`src/rtl/debounce_pkg.sv`:
```
// Shared constants for the push-button debouncer/divider family.
// Holds the 3-bit FSM state encodings, the state enum built on them,
// the default timing parameters and small constant helpers.
package debounce_pkg;

    localparam logic [2:0] ST_IDLE         = 3'd0;
    localparam logic [2:0] ST_PRESS_WAIT   = 3'd1;
    localparam logic [2:0] ST_PRESSED      = 3'd2;
    localparam logic [2:0] ST_REPEAT       = 3'd3;
    localparam logic [2:0] ST_RELEASE_WAIT = 3'd4;

    typedef enum logic [2:0] {
        IDLE         = ST_IDLE,
        PRESS_WAIT   = ST_PRESS_WAIT,
        PRESSED      = ST_PRESSED,
        REPEAT       = ST_REPEAT,
        RELEASE_WAIT = ST_RELEASE_WAIT
    } db_state_e;

    localparam int unsigned DEF_DB_CYCLES     = 500_000;
    localparam int unsigned DEF_HOLD_CYCLES   = 50_000_000;
    localparam int unsigned DEF_REPEAT_CYCLES = 10_000_000;
    localparam bit          DEF_REPEAT_EN     = 1'b1;

    // Largest of three timing constants; sizes the shared counter.
    function automatic int unsigned max3(input int unsigned a,
                                         input int unsigned b,
                                         input int unsigned c);
        int unsigned m;
        m = (a > b) ? a : b;
        return (m > c) ? m : c;
    endfunction

    // Terminal count for a periodic step timer. Periods below 2 are
    // stretched to 2 so two step pulses can never be adjacent.
    function automatic int unsigned period_term(input int unsigned period);
        return (period < 2) ? 1 : period - 1;
    endfunction

endpackage

```
`src/rtl/step_pulse_debouncer_if.sv`:
```
// Button-side signal bundle of the step pulse debouncer.
//   btn_raw   : raw, asynchronous, bouncing button level (1 = pressed)
//   step      : one-cycle step pulse (count enable for the downstream counter)
//   btn_db    : debounced button level
//   repeating : high while auto-repeat is active
// master drives btn_raw and observes the results; slave is the debouncer.
interface step_pulse_debouncer_if;
    logic btn_raw;
    logic step;
    logic btn_db;
    logic repeating;

    modport master (output btn_raw, input step, input btn_db, input repeating);
    modport slave  (input btn_raw, output step, output btn_db, output repeating);
endinterface

```
`src/rtl/sync_2ff.sv`:
```
// Two-flop synchronizer for a single asynchronous level.
//   clk  : destination clock
//   RSTN : asynchronous active-low reset, both flops clear to 0
//   d    : asynchronous input
//   q    : synchronized output, two clk edges of latency
module sync_2ff (
    input  logic clk,
    input  logic RSTN,
    input  logic d,
    output logic q
);

    logic meta_q;

    always_ff @(posedge clk or negedge RSTN) begin
        if (!RSTN) begin
            meta_q <= 1'b0;
            q      <= 1'b0;
        end else begin
            meta_q <= d;
            q      <= meta_q;
        end
    end

endmodule

```
`src/rtl/step_pulse_debouncer.sv`:
```
// Debounces a push button and turns each accepted press into a one-cycle
// step pulse, with optional auto-repeat while the button stays held.
//   clk  : sole clock, rising edge
//   RSTN : asynchronous active-low reset
//   bus  : slave side of step_pulse_debouncer_if (btn_raw in;
//          step, btn_db, repeating out, all registered)
// A press is accepted once DB_CYCLES consecutive synchronized samples read 1
// (the sample that leaves IDLE counts as the first), so the step appears in
// the cycle after edge DB_CYCLES+2 of a clean press; release is symmetric.
module step_pulse_debouncer
    import debounce_pkg::*;
#(
    parameter int unsigned DB_CYCLES     = DEF_DB_CYCLES,
    parameter int unsigned HOLD_CYCLES   = DEF_HOLD_CYCLES,
    parameter int unsigned REPEAT_CYCLES = DEF_REPEAT_CYCLES,
    parameter bit          REPEAT_EN     = DEF_REPEAT_EN
) (
    input  logic                   clk,
    input  logic                   RSTN,
    step_pulse_debouncer_if.slave  bus
);

    localparam int unsigned CNT_W =
        $clog2(max3(DB_CYCLES, HOLD_CYCLES, REPEAT_CYCLES)) + 1;

    localparam logic [CNT_W-1:0] DB_TERM   = CNT_W'(DB_CYCLES - 1);
    localparam logic [CNT_W-1:0] HOLD_TERM = CNT_W'(period_term(HOLD_CYCLES));
    localparam logic [CNT_W-1:0] REP_TERM  = CNT_W'(period_term(REPEAT_CYCLES));
    localparam bit               DB_ONE    = (DB_CYCLES <= 1);

    logic             s;
    db_state_e        state_q, state_d;
    logic [CNT_W-1:0] cnt_q, cnt_d;
    logic             step_q, step_d;
    logic             btn_db_q, btn_db_d;
    logic             repeating_q, repeating_d;

    sync_2ff u_sync (
        .clk  (clk),
        .RSTN (RSTN),
        .d    (bus.btn_raw),
        .q    (s)
    );

    // State and output registers.
    always_ff @(posedge clk or negedge RSTN) begin
        if (!RSTN) begin
            state_q     <= IDLE;
            cnt_q       <= '0;
            step_q      <= 1'b0;
            btn_db_q    <= 1'b0;
            repeating_q <= 1'b0;
        end else begin
            state_q     <= state_d;
            cnt_q       <= cnt_d;
            step_q      <= step_d;
            btn_db_q    <= btn_db_d;
            repeating_q <= repeating_d;
        end
    end

    // Next-state, shared counter and output decode.
    always_comb begin
        state_d  = state_q;
        cnt_d    = cnt_q;
        step_d   = 1'b0;
        btn_db_d = btn_db_q;

        case (state_q)
            IDLE: begin
                if (s) begin
                    if (DB_ONE) begin
                        state_d  = PRESSED;
                        cnt_d    = '0;
                        step_d   = 1'b1;
                        btn_db_d = 1'b1;
                    end else begin
                        state_d = PRESS_WAIT;
                        cnt_d   = CNT_W'(1);
                    end
                end
            end

            PRESS_WAIT: begin
                if (!s) begin
                    state_d = IDLE;
                    cnt_d   = '0;
                end else if (cnt_q == DB_TERM) begin
                    state_d  = PRESSED;
                    cnt_d    = '0;
                    step_d   = 1'b1;
                    btn_db_d = 1'b1;
                end else begin
                    cnt_d = cnt_q + CNT_W'(1);
                end
            end

            PRESSED, REPEAT: begin
                if (!s) begin
                    if (DB_ONE) begin
                        state_d  = IDLE;
                        cnt_d    = '0;
                        btn_db_d = 1'b0;
                    end else begin
                        state_d = RELEASE_WAIT;
                        cnt_d   = CNT_W'(1);
                    end
                end else if (state_q == PRESSED) begin
                    if (REPEAT_EN && (cnt_q == HOLD_TERM)) begin
                        state_d = REPEAT;
                        cnt_d   = '0;
                        step_d  = 1'b1;
                    end else if (cnt_q != HOLD_TERM) begin
                        // Saturates at the hold terminal when repeat is off.
                        cnt_d = cnt_q + CNT_W'(1);
                    end
                end else if (cnt_q == REP_TERM) begin
                    cnt_d  = '0;
                    step_d = 1'b1;
                end else begin
                    cnt_d = cnt_q + CNT_W'(1);
                end
            end

            RELEASE_WAIT: begin
                if (s) begin
                    // Release was a glitch: back to held, hold timer restarts.
                    state_d = PRESSED;
                    cnt_d   = '0;
                end else if (cnt_q == DB_TERM) begin
                    state_d  = IDLE;
                    cnt_d    = '0;
                    btn_db_d = 1'b0;
                end else begin
                    cnt_d = cnt_q + CNT_W'(1);
                end
            end

            default: begin
                state_d  = IDLE;
                cnt_d    = '0;
                btn_db_d = 1'b0;
            end
        endcase

        repeating_d = (state_d == REPEAT);
    end

    assign bus.step      = step_q;
    assign bus.btn_db    = btn_db_q;
    assign bus.repeating = repeating_q;

endmodule
```
`src/flat_wrapper.sv`:
```
// flat-port wrapper written by rule: the top's interface ports become plain ports
module step_pulse_debouncer_flat import debounce_pkg::*;
#(
    parameter int unsigned DB_CYCLES     = DEF_DB_CYCLES,
    parameter int unsigned HOLD_CYCLES   = DEF_HOLD_CYCLES,
    parameter int unsigned REPEAT_CYCLES = DEF_REPEAT_CYCLES,
    parameter bit          REPEAT_EN     = DEF_REPEAT_EN
)
  (clk, RSTN, bus_btn_raw, bus_step, bus_btn_db, bus_repeating);
  step_pulse_debouncer_if bus_i ();
  input  logic clk;
  input  logic RSTN;
  input wire logic [$bits(bus_i.btn_raw)-1:0] bus_btn_raw;
  output wire logic [$bits(bus_i.step)-1:0] bus_step;
  output wire logic [$bits(bus_i.btn_db)-1:0] bus_btn_db;
  output wire logic [$bits(bus_i.repeating)-1:0] bus_repeating;
  assign bus_i.btn_raw = bus_btn_raw;
  assign bus_step = bus_i.step;
  assign bus_btn_db = bus_i.btn_db;
  assign bus_repeating = bus_i.repeating;
  step_pulse_debouncer #(.DB_CYCLES(DB_CYCLES), .HOLD_CYCLES(HOLD_CYCLES), .REPEAT_CYCLES(REPEAT_CYCLES), .REPEAT_EN(REPEAT_EN)) u_core (.clk(clk), .RSTN(RSTN), .bus(bus_i));
endmodule
```
`config.mk`:
```
export PLATFORM = sky130hd
export DESIGN_NAME = step_pulse_debouncer_flat
export DESIGN_NICKNAME = d
export VERILOG_FILES = /design/src/rtl/debounce_pkg.sv /design/src/rtl/step_pulse_debouncer_if.sv /design/src/rtl/sync_2ff.sv /design/src/rtl/step_pulse_debouncer.sv /design/src/flat_wrapper.sv
export SDC_FILE = /design/constraint.sdc
export NUM_CORES = 1
export LEC_CHECK = 0
export CORE_AREA = 2 2 71 56
export DETAILED_ROUTE_END_ITERATION = 6
export DIE_AREA = 0 0 73 58
export GPL_TIMING_DRIVEN = 1
export PLACE_DENSITY = 0.85
export REMOVE_ABC_BUFFERS = 1
export SLEW_MARGIN = 20
export SYNTH_ARGS = -nofsm -noshare
export SYNTH_HDL_FRONTEND = slang
export SYNTH_HIERARCHICAL = 1
export SYNTH_SLANG_ARGS = --single-unit
```
`constraint.sdc`:
```
create_clock -name clk -period 5.35 [get_ports clk]
set_input_delay 0.8025 -clock clk [delete_from_list [all_inputs] [get_ports clk]]
set_output_delay 0.8025 -clock clk [all_outputs]
set_load 0.01 [all_outputs]
```
==> impl_metrics.ini <==
[status]
outcome = complete, no violations

[worst_setup_path]
reg2reg_slack_ps = 2750
crit_path_end_kind = flip-flop
r2r_start = u_core/cnt_q[20]
worstPathArrival_ps = 2770
rr_worst_depth = 7
required_ps = 5520
critical_path_class = flip-flop to flip-flop
start_kind = flip-flop
r2r-end = u_core/cnt_q[21]
critPathMaxFanout = 21

[placement]
gp_congestion = 0.895
post-dp-hpwl_um = 2930
port_buffers = 5
placed_cells = 258

[sta]
tns_ps = 0
layout_min_cycle_time_ps = 2600
rsz0062_at_grt = false
worst_slew_pin_slew_ps = 807
hold_viol = 0
timing.final.crit_share_pct = 48.5
fmax_mhz = 385
setup_violations = 0
maxSlewViolCount = 0
fin_worst_skew_ps = 10.9
holdWs_ps = 352
max_slew_margin_pct = 45.7

[clocking]
root_buffer = clkbuf_8
clk_latency_ps = 290
clk_path_buf_depth = 2
cts_tree = built
cts_hold_buf = 0
path_clk_slew_ps = 70
cts_max_level = 2
post_cts_resized = 0
cts_buffers = 5
post_cts.repair.setup_buffers = 0
clock_sinks = 35

[synthesis]
synth_area_mm2 = 0.00206
synth-edff-count = 0
synth-seq-cells = 35
async_flop_share_pct = 100
synth_ff_type = dfrtp_1
syn_inst = 224
syn_avg_cell_area_um2 = 9.18
ys_warn_count = 6
ys_seq_area_share_pct = 42.6
synth.distinct_cells = 46

[finish]
nNetsFinal = 227
fin_cells = 266
drive_gt1_share_pct = 8.04
n_antenna_cell = 0
synthToLayoutAreaGrowth_pct = 7.91

[detailed_routing]
drc = 0
ant_nets = 0
drt-pass1-iter-count = 4
drt_wl_total_um = 4210
drt-initial-drc-count = 102
viasPerCell = 6.52
wl_per_cell_um = 15.8
vias = 1733

[worst_hold_path]
hold_path_class = flip-flop to flip-flop
hold_path_end = u_core/u_sync/q
hold_path.startpoint = u_core/u_sync/meta_q
whs_path_depth = 0

[floorplan]
die-area_mm2 = 0.00423
ioPinCount = 6
die-height_um = 58
start_util_pct = 58.0
fp.dieW_um = 73
row_count = 19
core_mm2 = 0.00354

[global_routing]
antenna_found_initial = 0
grt_pass1_wl_um = 7060
overflow = 0
grt_max_degree = 36
grt_pass1_vias = 1439
grt_usage_pct = 21.7

[power_and_ir_drop]
power_density_mw_per_mm2 = 245
leakage_nw = 0.932
ir_drop_mv = 0.204

[flow_run]
cap_viol_max_count = 0
==> final cells by class <==
type | count | area [um^2]
timing repair buffer | 8 | 72.6
multi-input combinational | 168 | 1090
inverter | 5 | 18.8
clock inverter | 3 | 43.8
tap | 42 | 52.6
sequential | 35 | 876
fill | 285 | 1320
clock buffer | 5 | 68.8
==> metal layers <==
metal,up-vias,global-route usage [%],wire [um]
li1,845,-,-
met1,822,33.8,2110
met2,64,31.0,1870
met3,2,4.70,210
met4,0,4.76,13
met5,-,0,0
==> Yosys cell counts, types with 3 or more instances <==
| master | instances | share of area [%] |
|---|---|---|
| a41oi_1 | 5 | 2.1 |
| xnor2_1 | 6 | 2.6 |
| and3_1 | 5 | 1.5 |
| inv_1 | 5 | 0.91 |
| nand2b_1 | 3 | 0.91 |
| nand2_1 | 27 | 4.9 |
| xor2_1 | 4 | 1.7 |
| nand3_1 | 10 | 2.4 |
| nand4_1 | 8 | 2.4 |
| a31oi_1 | 18 | 5.5 |
| nor4b_1 | 4 | 1.7 |
| clkbuf_1 | 9 | 1.6 |
| nor2_1 | 15 | 2.7 |
| buf_2 | 4 | 0.97 |
| nor2b_1 | 3 | 0.91 |
| dfrtp_1 | 35 | 43 |
| a22o_1 | 12 | 5.1 |
| nor4_1 | 3 | 0.91 |
| a21oi_1 | 11 | 2.7 |
==> report_power, final <==
part | switching (mW) | total, mW | internal [mW]
logic | 0.0205 | 0.0317 | 0.0113
registers | 0.00671 | 0.277 | 0.270
clock network | 0.0955 | 0.234 | 0.139
total | 0.123 | 0.542 | 0.420
==> stage by stage <==
| stage | power (mW) | util (%) | worst slack (ps) | instance area (um^2) |
|---|---|---|---|---|
| 2_1_floorplan | 0.298 | - | 2960 | 1970 |
| 3_3_place_gp | 0.312 | 59.4 | 2800 | 2110 |
| 3_5_place_dp | 0.313 | 59.4 | 2740 | 2110 |
| 4_1_cts | 0.548 | 62.6 | 2740 | 2220 |
| 5_1_grt | 0.566 | 62.6 | 2510 | 2220 |
| 6_report | 0.542 | 62.6 | 2750 | 2220 |
==> registers in the layout, indices dropped and copies added (netlist names) <==
name,count
u_core/u_sync/meta_q,1
u_core/u_sync/q,1
u_core/bus.repeating,1
u_core/bus.step,1
u_core/state_q,3
u_core/bus.btn_db,1
u_core/cnt_q,27
==> logic make-up after synthesis <==
| group | share of synthesized area [%] |
|---|---|
| multiplexers | 0.974 |
| AO/OA/AOI/OAI | 21.2 |
| adder cells (fa/ha/maj) | 0.609 |
| flip-flops | 42.6 |
| AND/OR/NAND/NOR | 25.5 |
| XOR/XNOR | 4.26 |
| buffers and inverters | 4.87 |
==> layout by cell type, fill, tap and decap left out, types with 3 or more instances in the layout <==
cell / n
nand3_1: 10
a31oi_1: 18
xnor2_1: 6
inv_1: 5
nand2_1: 27
nand4_1: 8
nor2_1: 15
a41oi_1: 5
a21oi_1: 11
nor2b_1: 3
clkdlybuf4s50_1: 5
buf_4: 3
a22o_1: 12
dfrtp_1: 35
nand2b_1: 3
clkbuf_8: 5
xor2_1: 4
nor4b_1: 4
and3_1: 5
==> worst max-delay path by stage <==
stage               slack [ps]              from               end  cells past startpoint
finish                    2750  u_core/cnt_q[20]  u_core/cnt_q[21]                      7
global route              2510  u_core/cnt_q[13]  u_core/cnt_q[19]                      7
CTS                       2740  u_core/cnt_q[20]  u_core/cnt_q[21]                      7
detailed placement        2740  u_core/cnt_q[20]  u_core/cnt_q[21]                      7
global placement          2800  u_core/cnt_q[20]  u_core/cnt_q[21]                      7
floorplan                 2960   u_core/cnt_q[0]  u_core/cnt_q[13]                      7
==> worst max-delay path, stage by stage (launching register included) <==
cell	delay (ps)
dfrtp_1	450
nor4b_1	390
nand2_1	170
nor4_4	390
o211ai_2	390
buf_4	350
a21o_1	170
a22o_1	170
Note: power is estimated with default switching activity, not from simulation.
